### src/rtl/sio_pkg.sv
// Shared serial-lane framing definitions used by both the transmitter and the matching receiver.
// Latency: n/a (constants, types and a pure function only).
// Backpressure: n/a.
package sio_pkg;

    localparam int          HDR_W       = 8;
    localparam logic [7:0]  HDR_PAYLOAD = 8'hA5;
    localparam logic [7:0]  HDR_IDLE    = 8'h5A;

    typedef enum logic [1:0] {
        ST_RST,
        ST_LOAD,
        ST_SHIFT
    } tx_state_e;

    // Header selects between a frame carrying a FIFO word and an idle filler frame.
    function automatic logic [HDR_W-1:0] frame_hdr(input logic is_payload);
        return is_payload ? HDR_PAYLOAD : HDR_IDLE;
    endfunction

endpackage

### src/rtl/sio_fifo.sv
// Generic synchronous FIFO with registered occupancy count and head-of-queue read data.
// Latency: a pushed word is visible at the head one cycle after the push edge.
// Backpressure: push ignored while full, pop ignored while empty; reset discards all contents.
module sio_fifo #(
    parameter int WIDTH = 8,
    parameter int DEPTH = 4
) (
    input  logic                     clk_i,
    input  logic                     rst_i,
    input  logic                     push_i,
    input  logic [WIDTH-1:0]         push_dat_i,
    input  logic                     pop_i,
    output logic [WIDTH-1:0]         pop_dat_o,
    output logic                     full_o,
    output logic                     empty_o,
    output logic [$clog2(DEPTH):0]   count_o
);

    localparam int AW = $clog2(DEPTH);

    if ((DEPTH < 2) || ((DEPTH & (DEPTH - 1)) != 0)) begin : g_bad_depth
        $error("sio_fifo: DEPTH must be a power of two and at least 2");
    end

    logic [WIDTH-1:0] mem_q [DEPTH];
    logic [AW-1:0]    wr_ptr_q, rd_ptr_q;
    logic [AW:0]      count_q;
    logic             push_ok, pop_ok;

    assign full_o    = (count_q == (AW+1)'(DEPTH));
    assign empty_o   = (count_q == '0);
    assign count_o   = count_q;
    assign pop_dat_o = mem_q[rd_ptr_q];
    assign push_ok   = push_i && !full_o && !rst_i;
    assign pop_ok    = pop_i && !empty_o && !rst_i;

    // Storage array: written only on an accepted push, never reset.
    always_ff @(posedge clk_i) begin
        if (push_ok) begin
            mem_q[wr_ptr_q] <= push_dat_i;
        end
    end

    // Pointers and count; simultaneous push and pop leaves the count unchanged.
    always_ff @(posedge clk_i) begin
        if (rst_i) begin
            wr_ptr_q <= '0;
            rd_ptr_q <= '0;
            count_q  <= '0;
        end else begin
            if (push_ok) wr_ptr_q <= wr_ptr_q + 1'b1;
            if (pop_ok)  rd_ptr_q <= rd_ptr_q + 1'b1;
            case ({push_ok, pop_ok})
                2'b10:   count_q <= count_q + 1'b1;
                2'b01:   count_q <= count_q - 1'b1;
                default: count_q <= count_q;
            endcase
        end
    end

endmodule

### src/rtl/sio_lane_tx.sv
// Serialises back-to-back frames {header, stream word, payload} MSB first across LANES outputs.
// Latency: first header bits appear on sdo one cycle after the load cycle; frames never gap.
// Backpressure: wready = write FIFO not full; an empty FIFO at load time sends an idle frame.
module sio_lane_tx
    import sio_pkg::*;
#(
    parameter int LANES     = 1,
    parameter int PAYLOAD_W = 80,
    parameter int STREAM_W  = 16,
    parameter int DEPTH     = 4
) (
    input  logic                  c,
    input  logic                  r,
    input  logic [PAYLOAD_W-1:0]  wdata,
    input  logic                  wvalid,
    output logic                  wready,
    input  logic [STREAM_W-1:0]   stream_in,
    output logic [LANES-1:0]      sdo,
    output logic                  frame_start,
    output logic [15:0]           frames,
    output logic [15:0]           writes
);

    localparam int FRAME_BITS = HDR_W + STREAM_W + PAYLOAD_W;
    localparam int FCYC       = FRAME_BITS / LANES;
    localparam int CW         = (FCYC > 1) ? $clog2(FCYC) : 1;
    localparam logic [CW-1:0] LAST = CW'(FCYC - 1);

    if ((FRAME_BITS % LANES) != 0) begin : g_bad_lanes
        $error("sio_lane_tx: frame length must be a multiple of LANES");
    end

    tx_state_e               state_q, state_d;
    logic [CW-1:0]           cnt_q, cnt_d;
    logic [FRAME_BITS-1:0]   sh_q, sh_d;
    logic                    fs_q;
    logic [15:0]             frames_q, frames_d;
    logic [15:0]             writes_q, writes_d;
    logic                    load, pop;
    logic [PAYLOAD_W-1:0]    fifo_dat, payload;
    logic                    fifo_full, fifo_empty;
    logic [$clog2(DEPTH):0]  fifo_cnt_unused;

    sio_fifo #(
        .WIDTH (PAYLOAD_W),
        .DEPTH (DEPTH)
    ) u_fifo (
        .clk_i      (c),
        .rst_i      (r),
        .push_i     (wvalid),
        .push_dat_i (wdata),
        .pop_i      (pop),
        .pop_dat_o  (fifo_dat),
        .full_o     (fifo_full),
        .empty_o    (fifo_empty),
        .count_o    (fifo_cnt_unused)
    );

    assign wready      = !fifo_full;
    assign sdo         = sh_q[FRAME_BITS-1 -: LANES];
    assign frame_start = fs_q;
    assign frames      = frames_q;
    assign writes      = writes_q;

    // State register: reset parks in RST, released reset passes through LOAD once.
    always_ff @(posedge c) begin
        if (r) state_q <= ST_RST;
        else   state_q <= state_d;
    end

    // Next state and load strobe: load once after reset, then at the last bit of every frame.
    always_comb begin
        state_d = state_q;
        load    = 1'b0;
        case (state_q)
            ST_RST:   state_d = ST_LOAD;
            ST_LOAD: begin
                load    = 1'b1;
                state_d = ST_SHIFT;
            end
            ST_SHIFT: load = (cnt_q == LAST);
            default:  state_d = ST_RST;
        endcase
    end

    // Frame assembly: the head word is used only if it was already in the FIFO before this load.
    always_comb begin
        pop      = load && !fifo_empty;
        payload  = pop ? fifo_dat : '0;
        sh_d     = load ? {frame_hdr(pop), stream_in, payload} : (sh_q << LANES);
        cnt_d    = (state_q == ST_SHIFT && !load) ? cnt_q + 1'b1 : '0;
        frames_d = frames_q + 16'(load);
        writes_d = writes_q + 16'(pop);
    end

    // Datapath registers: reset clears the shifter so an aborted frame drives no further bits.
    always_ff @(posedge c) begin
        if (r) begin
            sh_q     <= '0;
            cnt_q    <= '0;
            fs_q     <= 1'b0;
            frames_q <= '0;
            writes_q <= '0;
        end else begin
            sh_q     <= sh_d;
            cnt_q    <= cnt_d;
            fs_q     <= load;
            frames_q <= frames_d;
            writes_q <= writes_d;
        end
    end

endmodule

### config.mk
export PLATFORM = sky130hd
export DESIGN_NAME = sio_lane_tx
export DESIGN_NICKNAME = d
export VERILOG_FILES = /design/src/rtl/sio_pkg.sv /design/src/rtl/sio_fifo.sv /design/src/rtl/sio_lane_tx.sv
export SDC_FILE = /design/constraint.sdc
export NUM_CORES = 1
export LEC_CHECK = 0
export ABC_AREA = 1
export BUFFER_PORTS_ARGS = -buffer_cell sky130_fd_sc_hd__buf_4
export CORE_ASPECT_RATIO = 2
export CORE_MARGIN = 3
export CORE_UTILIZATION = 50
export CTS_BUF_LIST = sky130_fd_sc_hd__clkbuf_16
export DETAILED_ROUTE_END_ITERATION = 6
export GPL_ROUTABILITY_DRIVEN = 0
export PLACE_DENSITY = 0.76
export SETUP_SLACK_MARGIN = 0.1
export SYNTH_ARGS = -nofsm -noshare
export SYNTH_HDL_FRONTEND = slang
export SYNTH_SLANG_ARGS = --single-unit
### constraint.sdc
create_clock -name c -period 6.45 [get_ports c]
set_input_delay 1.935 -clock c [delete_from_list [all_inputs] [get_ports c]]
set_output_delay 1.935 -clock c [all_outputs]
set_load 0.02 [all_outputs]
# Word-level counts from Yosys, hierarchy flattened

Memories as Yosys holds them, arrays and structs flattened. A register that Yosys moved wholly into a read port is not among the register bits.
Index checks and enable logic that the tools add are counted.
Widths: inputs -> output; s select.

Memories: 1
Output and inout port bits: 35
RAM bits: 320
Logic and storage cells: 52
Input bits: 99
Bits in registers: 153

Memories:

| name         | depth | width | read ports | clocked after memory_dff | write ports | RTL line       | text |
|---|---|---|---|---|---|---|---|
| u_fifo.mem_q | 4     | 80    | 1          | 1                        | 1           | sio_fifo.sv:25 | `logic [WIDTH-1:0] mem_q [DEPTH];` |

Bitwise gates (word level): 3
Reductions and logical operators: 15
Muxes and demuxes: 10
Equal/unequal tests: 6
Add/sub/neg operators: 7

Operator list:

| cell                | number |
|---|---|
| $mux 104            | 1 |
| $mux 80             | 1 |
| $add 16x1->16       | 2 |
| $mux 8              | 1 |
| $add 7x1->7 const B | 1 |
| $eq 7x7->1 const B  | 1 |
| $logic_and 1x1->1   | 6 |
| $pmux 2 s3          | 1 |
| $pmux 3 s2          | 1 |
| $add 2x1->2 const B | 2 |
| $eq 2x1->1 const B  | 2 |
| $eq 2x2->1 const B  | 2 |
| $logic_not 1->1     | 4 |
| $mux 2              | 2 |
| $add 3x1->3 const B | 1 |
| $eq 3x3->1 const B  | 1 |
| $logic_not 3->1     | 1 |
| $not 1->1           | 3 |
| $reduce_or 3->1     | 1 |
| $sub 3x1->3 const B | 1 |
| $logic_not 2->1     | 1 |
| $mux 1              | 2 |
| $pmux 1 s2          | 1 |
| $reduce_bool 2->1   | 1 |
| $reduce_or 2->1     | 1 |

# Logic depth before layout (Yosys ltp)

Gate-level depths: netlist of the first run.

Depth in word-level cells: 7
Depth in mapped cells: 20
Mapped depth without buffers: 18

# By module

Synthesis of the first run repeated with hierarchy kept, for this count alone.

Cells, all modules: 1,556
Area, all modules: 17,832.1 µm²

Modules (own cells, without submodules):

| module      | sequential area each (µm²) | times used | area an instance (µm²) | cells an instance |
|---|---|---|---|---|
| sio_fifo    | 9,789.4                    | 1          | 12,305.6               | 843 |
| sio_lane_tx | 2,922.8                    | 1          | 5,526.6                | 713 |

# Worst setup path before layout of the first run

OpenSTA, ideal clock, no wires.

Path kind: input port to flip-flop
Start point: input r
End point: memory u_fifo.mem_q[0][0] in the netlist's numbering, enable pin
Path slack: 0.080 ns
Library setup time: 0.519 ns
Stages: 5
Data arrival time: 5.851 ns
Path through: clkbuf_1 > inv_1 > buf_2 > nand3_1 > nor2_1

Longest elaborated chain between the ends: 4

Ends and longest elaborated chain:

| element                      | RTL line          | text |
|---|---|---|
| start: declaration           | sio_lane_tx.sv:13 | `input logic r,` |
| $logic_not 1->1              | sio_fifo.sv:34    | `assign push_ok = push_i && !full_o && !rst_i;` |
| $logic_and 1x1->1            | sio_fifo.sv:34    |  |
| $mux 1                       | sio_fifo.sv:39    | `if (push_ok) begin` |
| $mux 1 (implied by the code) | sio_fifo.sv:40    | `mem_q[wr_ptr_q] <= push_dat_i;` |
| end: declaration             | sio_fifo.sv:25    |  |

Every way passes these cells.

# Worst setup path in the final report of the first run

Start point: input r
End point: register u_fifo.count_q[2] (netlist: u_fifo.count_o[2])

Longest elaborated chain between the ends: 4

Ends and longest elaborated chain:

| element                                                | RTL line       | text |
|---|---|---|
| $logic_not 1->1 *                                      | sio_fifo.sv:35 | `assign pop_ok = pop_i && !empty_o && !rst_i;` |
| $logic_and 1x1->1 *                                    | sio_fifo.sv:35 |  |
| via u_fifo.pop_ok                                      | sio_fifo.sv:28 | `logic push_ok, pop_ok;` |
| $eq 2x1->1 / $eq 2x2->1 (equally long branches)        | sio_fifo.sv:53 | `case ({push_ok, pop_ok})` |
| $pmux 3 s2 / $reduce_bool 2->1 (equally long branches) | n/a            |  |
| end signal: assignment                                 | sio_fifo.sv:54 | `2'b10: count_q <= count_q + 1'b1;` |
| end signal: assignment                                 | sio_fifo.sv:55 | `2'b01: count_q <= count_q - 1'b1;` |
| end signal: assignment                                 | sio_fifo.sv:56 | `default: count_q <= count_q;` |
| end: declaration                                       | sio_fifo.sv:27 | `logic [AW:0] count_q;` |

The timed path passes the listed nets; every way through them passes the cells marked *.
A chain may end at the register's enable or synchronous reset.

==> results of run 1 <==
## state kept, by name, indices dropped and copies added, names as in the netlist, 3 cells and up, named ones only
name	cells
u_fifo.mem_q	320
sh_q	104
frames	16
writes	16
cnt_q	7
u_fifo.count_o	3
## synth_stat cells, drive strengths merged
master / instances
a21oi: 63
nand2: 119
or2: 2
nor3: 13
nand4: 5
o21ai: 238
o22ai: 35
clkbuf: 53
edfxtp: 320
dfxtp: 155
ha: 13
inv: 54
o22a: 44
fa: 1
a211oi: 2
nor2: 266
xnor2: 2
nand3: 65
nor3b: 2
buf: 35
xor2: 3
o21a: 1
## cell type report
type,count,area share
sequential,475,0.6309
multi-input combinational,874,0.2138
timing repair buffer,148,0.05574
clock buffer,40,0.04966
tap,441,0.02737
clock inverter,34,0.01217
inverter,54,0.01018
antenna,2,0.0002483
## where the power goes
group / switching (mW) / total, mW / internal, mW / leakage (nW)
clock: 1.09 / 2.31 / 1.23 / 0.640
sequential: 0.0560 / 3.45 / 3.39 / 4.16
combinational: 0.384 / 0.567 / 0.183 / 2.16
## worst reg2reg max path: cells and delay by family, from the launching register on
| family | cells | cell delay [ns] |
|---|---|---|
| and+or+nand+nor | 13 | 1.66 |
| DFF | 1 | 0.32 |
| buffers and inverters | 4 | 1.06 |
| adders and majority gates | 3 | 0.71 |
## cell families (layout without fill, tap and decap cells)
logic type,Yosys count,in the layout,synth area share
buffers and inverters,142,276,0.03531
xor gates and xnor gates,5,5,0.002487
AOI/OAI and AO/OA,383,383,0.1211
other,0,2,0
DFF,475,475,0.7217
adders and majority gates,14,14,0.01037
and+or+nand+nor,472,472,0.1090
## through the flow
step	hold WS, ns	power, mW	instances
after global routing	0.4626	6.544	2068
final	0.4550	6.330	2068
after global placement	0.4277	4.061	1992
after floorplan	0.4179	3.892	1491
after CTS	0.4545	6.372	2066
after detailed placement	0.4429	4.089	1992
## layout by cell type (no fill, tap or decap), drive strengths merged
cell type,instances
edfxtp,320
nor2,266
o21ai,238
dfxtp,155
buf,148
nand2,119
nand3,65
a21oi,63
inv,63
o22a,44
clkbuf,40
o22ai,35
clkinv,21
ha,13
nor3,13
nand4,5
xor2,3
diode,2
or2,2
nor3b,2
a211oi,2
xnor2,2
bufinv,2
clkinvlp,2
o21a,1
fa,1
## how the worst max path moves through the flow
stage,startpoint,end,slack (ns),depth (start not counted)
after CTS,r,u_fifo.count_o[2],2.48,12
after global routing,state_q[0],writes[12],2.26,20
final,r,u_fifo.count_o[2],2.40,12
after detailed placement,r,u_fifo.mem_q[1][72],1.89,5
after floorplan,r,u_fifo.mem_q[0][0],0.08,5
after global placement,r,u_fifo.count_o[2],1.93,12
## routing by layer
| layer | part of all wire | global-route usage |
|---|---|---|
| met1 | 0.36 | 0.2177 |
| met2 | 0.54 | 0.3899 |
| met3 | 0.046 | 0.02574 |
| met4 | 0.060 | 0.1250 |
| met5 | 0 | 0 |
==> run_results.csv, run 1 <==
group,metric,value,unit
status,status,"complete, no violations",
finish,final_cell_area,20160,sq um
timing,finalClockSkew,0.02076,ns
logic_synthesis,synth.top_cell.area_share,0.5456,
timing,post-route-period-util,0.6279,
clock_network,clk_root_buffer_cell,"sky130_fd_sc_hd__clkbuf_16",
global_routing,first_global_vias,11870,
worst_setup_path,cp-start-kind,"input pin",
clock_network,clkLatencyLatePin,0.56,ns
logic_synthesis,synth_seq_area_share,0.7217,
worst_setup_path,delay_of_the_slowest_cell_on_the_worst_path,0.71,ns
clock_network,tritoncts,"yes",
finish,layout_cells_sized_above_1,0.1415,
flow_run,drv.max_cap_violation_count,0,
detailed_routing,wirelength,40590,um
timing,fin_setup_tns,0,ns
global_routing,grt_start_max_net_pins,84,
finish,register_area,12720,sq um
worst_setup_path,rr_startpoint,"state_q[0]",
worst_setup_path,worstSetupPathType,"input pin to flop",
logic_synthesis,synthDistinctLibCells,32,
worst_setup_path,cpLargestDelayFamily,"buffers and inverters",
worst_setup_path,timing.critical_path.required,6.87,ns
worst_setup_path,crit_slowest_cell,"sky130_fd_sc_hd__buf_4",
power,peakVddDrop,0.2391,mV
worst_hold_path,timing.hold.worst.start,"sh_q[54]",
worst_setup_path,timing.rr.end,"writes[12]",
timing,min_period,4.050,ns
timing,timing.slew.headroom,0.3148,
timing,setup_ws,2.400,ns
place,place.port_buffers,133,
finish,fin_util,0.5827,
worst_setup_path,path_cells,"buf_4 -> inv_2 -> buf_4 -> nand2_2 -> inv_1 -> ha_1 -> inv_1 -> fa_1 -> a21oi_1 -> o21ai_0 -> o21ai_0 -> a21oi_1",
worst_setup_path,worstSetupEndpointType,"flop",
logic_synthesis,syn-mean-instance-area,11.81,sq um
logic_synthesis,syn-cell-area,17610,sq um
detailed_routing,remaining_drc_errors,0,
detailed_routing,viasPerCell,5.659,
floorplanning,num_io_pins,134,
detailed_routing,drt-initial-drc-count,950,
worst_setup_path,reg2reg_setup_slack,2.63,ns
floorplanning,placementRows,96,
timing,worst_slew_pin_slew,1.025,ns
clock_network,path_clk_slew,0.07,ns
timing,hold_viol_final,0,
logic_synthesis,yosysWarnings,0,
clock_network,cts_htree_levels,2,
timing,rsz0062_at_grt,"no",
clock_network,number_of_cts_inserted_buffers,40,
floorplanning,die-area,37650,sq um
logic_synthesis,main_area_contributors_after_synthesis,"sky130_fd_sc_hd__edfxtp_1 (55%), sky130_fd_sc_hd__dfxtp_1 (18%), sky130_fd_sc_hd__nor2_1 (5.6%)",
clock_network,postCtsSetupRepairBufs,0,
worst_setup_path,reg2regPathDepth,20,
place,postPlaceCellArea,18910,sq um
place,dp_hpwl,24260,um
clock_network,cts-hold-fix-buffers,0,
timing,fmax,246.9,MHz
power,static-leakage-power,6.960,nW
global_routing,grt_first_pass_wirelength,61730,um
global_routing,globalRoute.totalOverflow,0,
finish,multi_input_area,4309,sq um
floorplanning,effective_utilization_at_floorplan,0.5092,
worst_setup_path,worst-path-max-fanout,83,
power,power-per-cell-area,314.0,nW/um^2
worst_setup_path,timing.critical_path.arrival,4.47,ns
finish,finalNetCount,1706,
clock_network,cts_sinks,475,
detailed_routing,dr.pass1.iters,5,
floorplanning,die_y,271.4,um
worst_setup_path,critical_path_buf_inv_count,5,
worst_hold_path,worst_hold_path.num_cells,2,
floorplanning,core_area,34590,sq um
logic_synthesis,yosys_register_bits,475,
finish,nFillCells,2720,
floorplanning,horiz_die_dim,138.7,um
global_routing,grt_usage,0.2073,
worst_hold_path,terminating_pin_of_the_worst_hold_path,"sh_q[55]",
global_routing,antenna_found_initial,2,
worst_hold_path,hold_class,"flop to flop",
clock_network,cts_resized,0,
logic_synthesis,synth.net_count,1604,
detailed_routing,routed_wl_per_cell,19.63,um
clock_network,clk_path_buf_depth,3,
detailed_routing,route.antenna.remaining_nets,0,
logic_synthesis,synth_top_area_cell,"sky130_fd_sc_hd__edfxtp_1",
detailed_routing,route.vias.total,11700,
finish,syn2layout_area_growth,14.45,%
timing,slew_violations,0,
timing,setup_violations,0,
place,place_worst_setup_slack,1.894,ns
logic_synthesis,post_synthesis_cells,1491,
No activity file was read; power rests on OpenSTA's default activity.
==> run 2: changes to the inputs <==
ABC_AREA = 0   (was 1)
PLACE_DENSITY = 0.73   (was 0.76)
clock period = 3.8 ns   (was 6.45 ns; I/O delays follow)
==> run_results.csv, run 2 <==
group,metric,value,unit
worst_setup_path,worstSetupEndpointType,"flop",
detailed_routing,viasPerCell,5.506,
clock_network,tritoncts,"yes",
timing,setup_violations,0,
global_routing,grt_usage,0.1728,
worst_setup_path,cpLargestDelayFamily,"simple AND/OR/NAND/NOR gates",
worst_setup_path,crit_slowest_cell,"sky130_fd_sc_hd__or4_1",
place,dp_hpwl,17810,um
clock_network,clk_path_buf_depth,3,
place,place.port_buffers,133,
worst_hold_path,worst_hold_path.num_cells,2,
worst_setup_path,timing.critical_path.arrival,3.38,ns
worst_setup_path,worstSetupPathType,"flop to flop",
power,peakVddDrop,0.4186,mV
finish,max_flop_register,"u_fifo.mem_q",
logic_synthesis,main_area_contributors_after_synthesis,"sky130_fd_sc_hd__edfxtp_1 (57%), sky130_fd_sc_hd__dfxtp_1 (18%), sky130_fd_sc_hd__mux4_2 (11%)",
finish,registers_with_the_most_flip_flops,"u_fifo.mem_q: 320 flops, sh_q: 104 flops",
floorplanning,horiz_die_dim,136.2,um
global_routing,globalRoute.totalOverflow,0,
clock_network,cts_sinks,475,
logic_synthesis,number_of_synthesized_flops_with_an_enable_pin,320,
global_routing,grt_start_max_net_pins,81,
logic_synthesis,most_frequent_cell_after_synthesis,"sky130_fd_sc_hd__edfxtp_1",
clock_network,clkLatencyLatePin,0.55,ns
logic_synthesis,synth_flop_cell,"sky130_fd_sc_hd__edfxtp_1",
worst_setup_path,delay_of_the_slowest_cell_on_the_worst_path,0.53,ns
floorplanning,die_y,266.4,um
timing,fin_setup_tns,0,ns
power,static-leakage-power,6.709,nW
clock_network,number_of_cts_inserted_buffers,40,
place,dpl.cell_count,1478,
detailed_routing,dr.pass1.iters,4,
logic_synthesis,yosysWarnings,0,
logic_synthesis,synth.top_cell.area_share,0.5669,
timing,finalClockSkew,0.01686,ns
logic_synthesis,post_synthesis_cells,940,
worst_hold_path,hold_class,"flop to flop",
finish,final_cell_mix,"sky130_fd_sc_hd__edfxtp_1 (320), sky130_fd_sc_hd__dfxtp_1 (153), sky130_fd_sc_hd__buf_4 (144), sky130_fd_sc_hd__mux4_2 (80), sky130_fd_sc_hd__a22o_1 (79)",
worst_setup_path,reg2regPathDepth,11,
finish,max_reg_flops,320,
finish,final_cells,1554,
power,power-per-cell-area,513.7,nW/um^2
finish,syn2layout_area_growth,16.86,%
finish,final_common_cell,"sky130_fd_sc_hd__edfxtp_1",
timing,hold_viol_final,0,
global_routing,grt_first_pass_wirelength,48450,um
flow_run,drv.max_cap_violation_count,0,
finish,finalNetCount,1201,
worst_setup_path,critical_path_buf_inv_count,1,
floorplanning,placementRows,94,
logic_synthesis,async_flop_share,0,
worst_setup_path,path_cells,"inv_1 -> ha_1 -> nand2_1 -> o31a_1 -> nor2_1 -> ha_1 -> ha_1 -> and2_1 -> nand3_1 -> or4_1 -> a21oi_1",
detailed_routing,route.vias.total,8556,
clock_network,cts-hold-fix-buffers,0,
timing,slew_violations,0,
clock_network,cts_resized,0,
worst_setup_path,worst-path-max-fanout,8,
logic_synthesis,synth_top_area_cell,"sky130_fd_sc_hd__edfxtp_1",
global_routing,first_global_vias,9168,
logic_synthesis,yosys_register_bits,475,
worst_setup_path,crit_top_cell,"sky130_fd_sc_hd__ha_1",
logic_synthesis,syn-cell-area,16950,sq um
detailed_routing,wirelength,30740,um
status,status,"complete, no violations",
clock_network,postCtsSetupRepairBufs,0,
detailed_routing,routed_wl_per_cell,19.78,um
logic_synthesis,syn-mean-instance-area,18.03,sq um
timing,timing.slew.headroom,0.3572,
timing,rsz0062_at_grt,"no",
timing,min_period,2.913,ns
clock_network,cts_htree_levels,2,
worst_setup_path,critical_path_cell_count,11,
timing,worst_slew_pin_slew,0.9642,ns
worst_setup_path,cp-start-kind,"flop",
floorplanning,num_io_pins,134,
floorplanning,core_area,33170,sq um
finish,fin_util,0.5972,
detailed_routing,drt-initial-drc-count,380,
clock_network,path_clk_slew,0.07,ns
power,finalPower,10.18,mW
logic_synthesis,synth.net_count,1053,
finish,layout_cells_sized_above_1,0.2661,
worst_setup_path,timing.critical_path.required,4.27,ns
timing,post-route-period-util,0.7665,
timing,fmax,343.3,MHz
timing,final.hold.worst_slack,0.4397,ns
logic_synthesis,synthDistinctLibCells,35,
floorplanning,effective_utilization_at_floorplan,0.5111,
detailed_routing,remaining_drc_errors,0,
global_routing,antenna_found_initial,2,
logic_synthesis,ys_top_cells_by_count,"sky130_fd_sc_hd__edfxtp_1 (320), sky130_fd_sc_hd__dfxtp_1 (155), sky130_fd_sc_hd__mux4_2 (80)",
floorplanning,die-area,36280,sq um
clock_network,clk_root_buffer_cell,"sky130_fd_sc_hd__clkbuf_16",
detailed_routing,route.antenna.remaining_nets,0,
logic_synthesis,synth_seq_area_share,0.7500,
[run 2: path summary, 6_finish.rpt]
check                     to  slack [ns]        from
setup / recovery  writes[14]        0.89  state_q[0]
hold / removal      sh_q[99]        0.44    sh_q[98]
setup reg to reg  writes[14]        0.89  state_q[0]
hold reg to reg     sh_q[99]        0.44    sh_q[98]
[run 2: cell families after synthesis]
family,share of synthesized area
buffers and inverters,0.01742
adder cells (fa/ha/maj),0.01078
multiplexers,0.1075
XOR/XNOR,0.01447
flip-flops,0.7500
AND/OR/NAND/NOR,0.04200
AO/OA/AOI/OAI,0.05787
[run 2: power by group]
| part | total (mW) | internal (mW) | switching, mW |
|---|---|---|---|
| Clock | 3.96 | 2.18 | 1.78 |
| Sequential | 5.71 | 5.66 | 0.0438 |
| Combinational | 0.511 | 0.232 | 0.279 |
[run 2: per-stage QoR]
stage | setup WS, ns | cell area [sq um]
finish | 0.8871 | 19810
global route | 0.6182 | 19810
CTS | 0.8695 | 19800
detailed placement | 0.7983 | 18530
global placement | 0.8511 | 18530
floorplan | 0.8153 | 16960
[run 2: worst reg2reg max path: cells and delay by family (launching register included)]
family                   cells  cell delay (ns)
buffers and inverters        1             0.10
AND/OR/NAND/NOR              5             1.16
flip-flops                   1             0.33
adder cells (fa/ha/maj)      3             0.69
AO/OA/AOI/OAI                2             0.57
[run 2: layout make-up]
cell class / count / area (sq um)
clock inverters: 33 / 242.7
well taps: 432 / 540.5
inverters: 13 / 48.80
repair buffers: 153 / 1261
multi-input cells: 405 / 3964
flip-flops and latches: 475 / 12720
diodes: 2 / 5.005
clock buffers: 41 / 1026
fillers: 2450 / 13360
[run 2: metal layers]
metal	wire, um	track usage
met5	0	0
met4	882	0.06245
met3	1294	0.03225
met2	16980	0.3187
met1	11590	0.1977
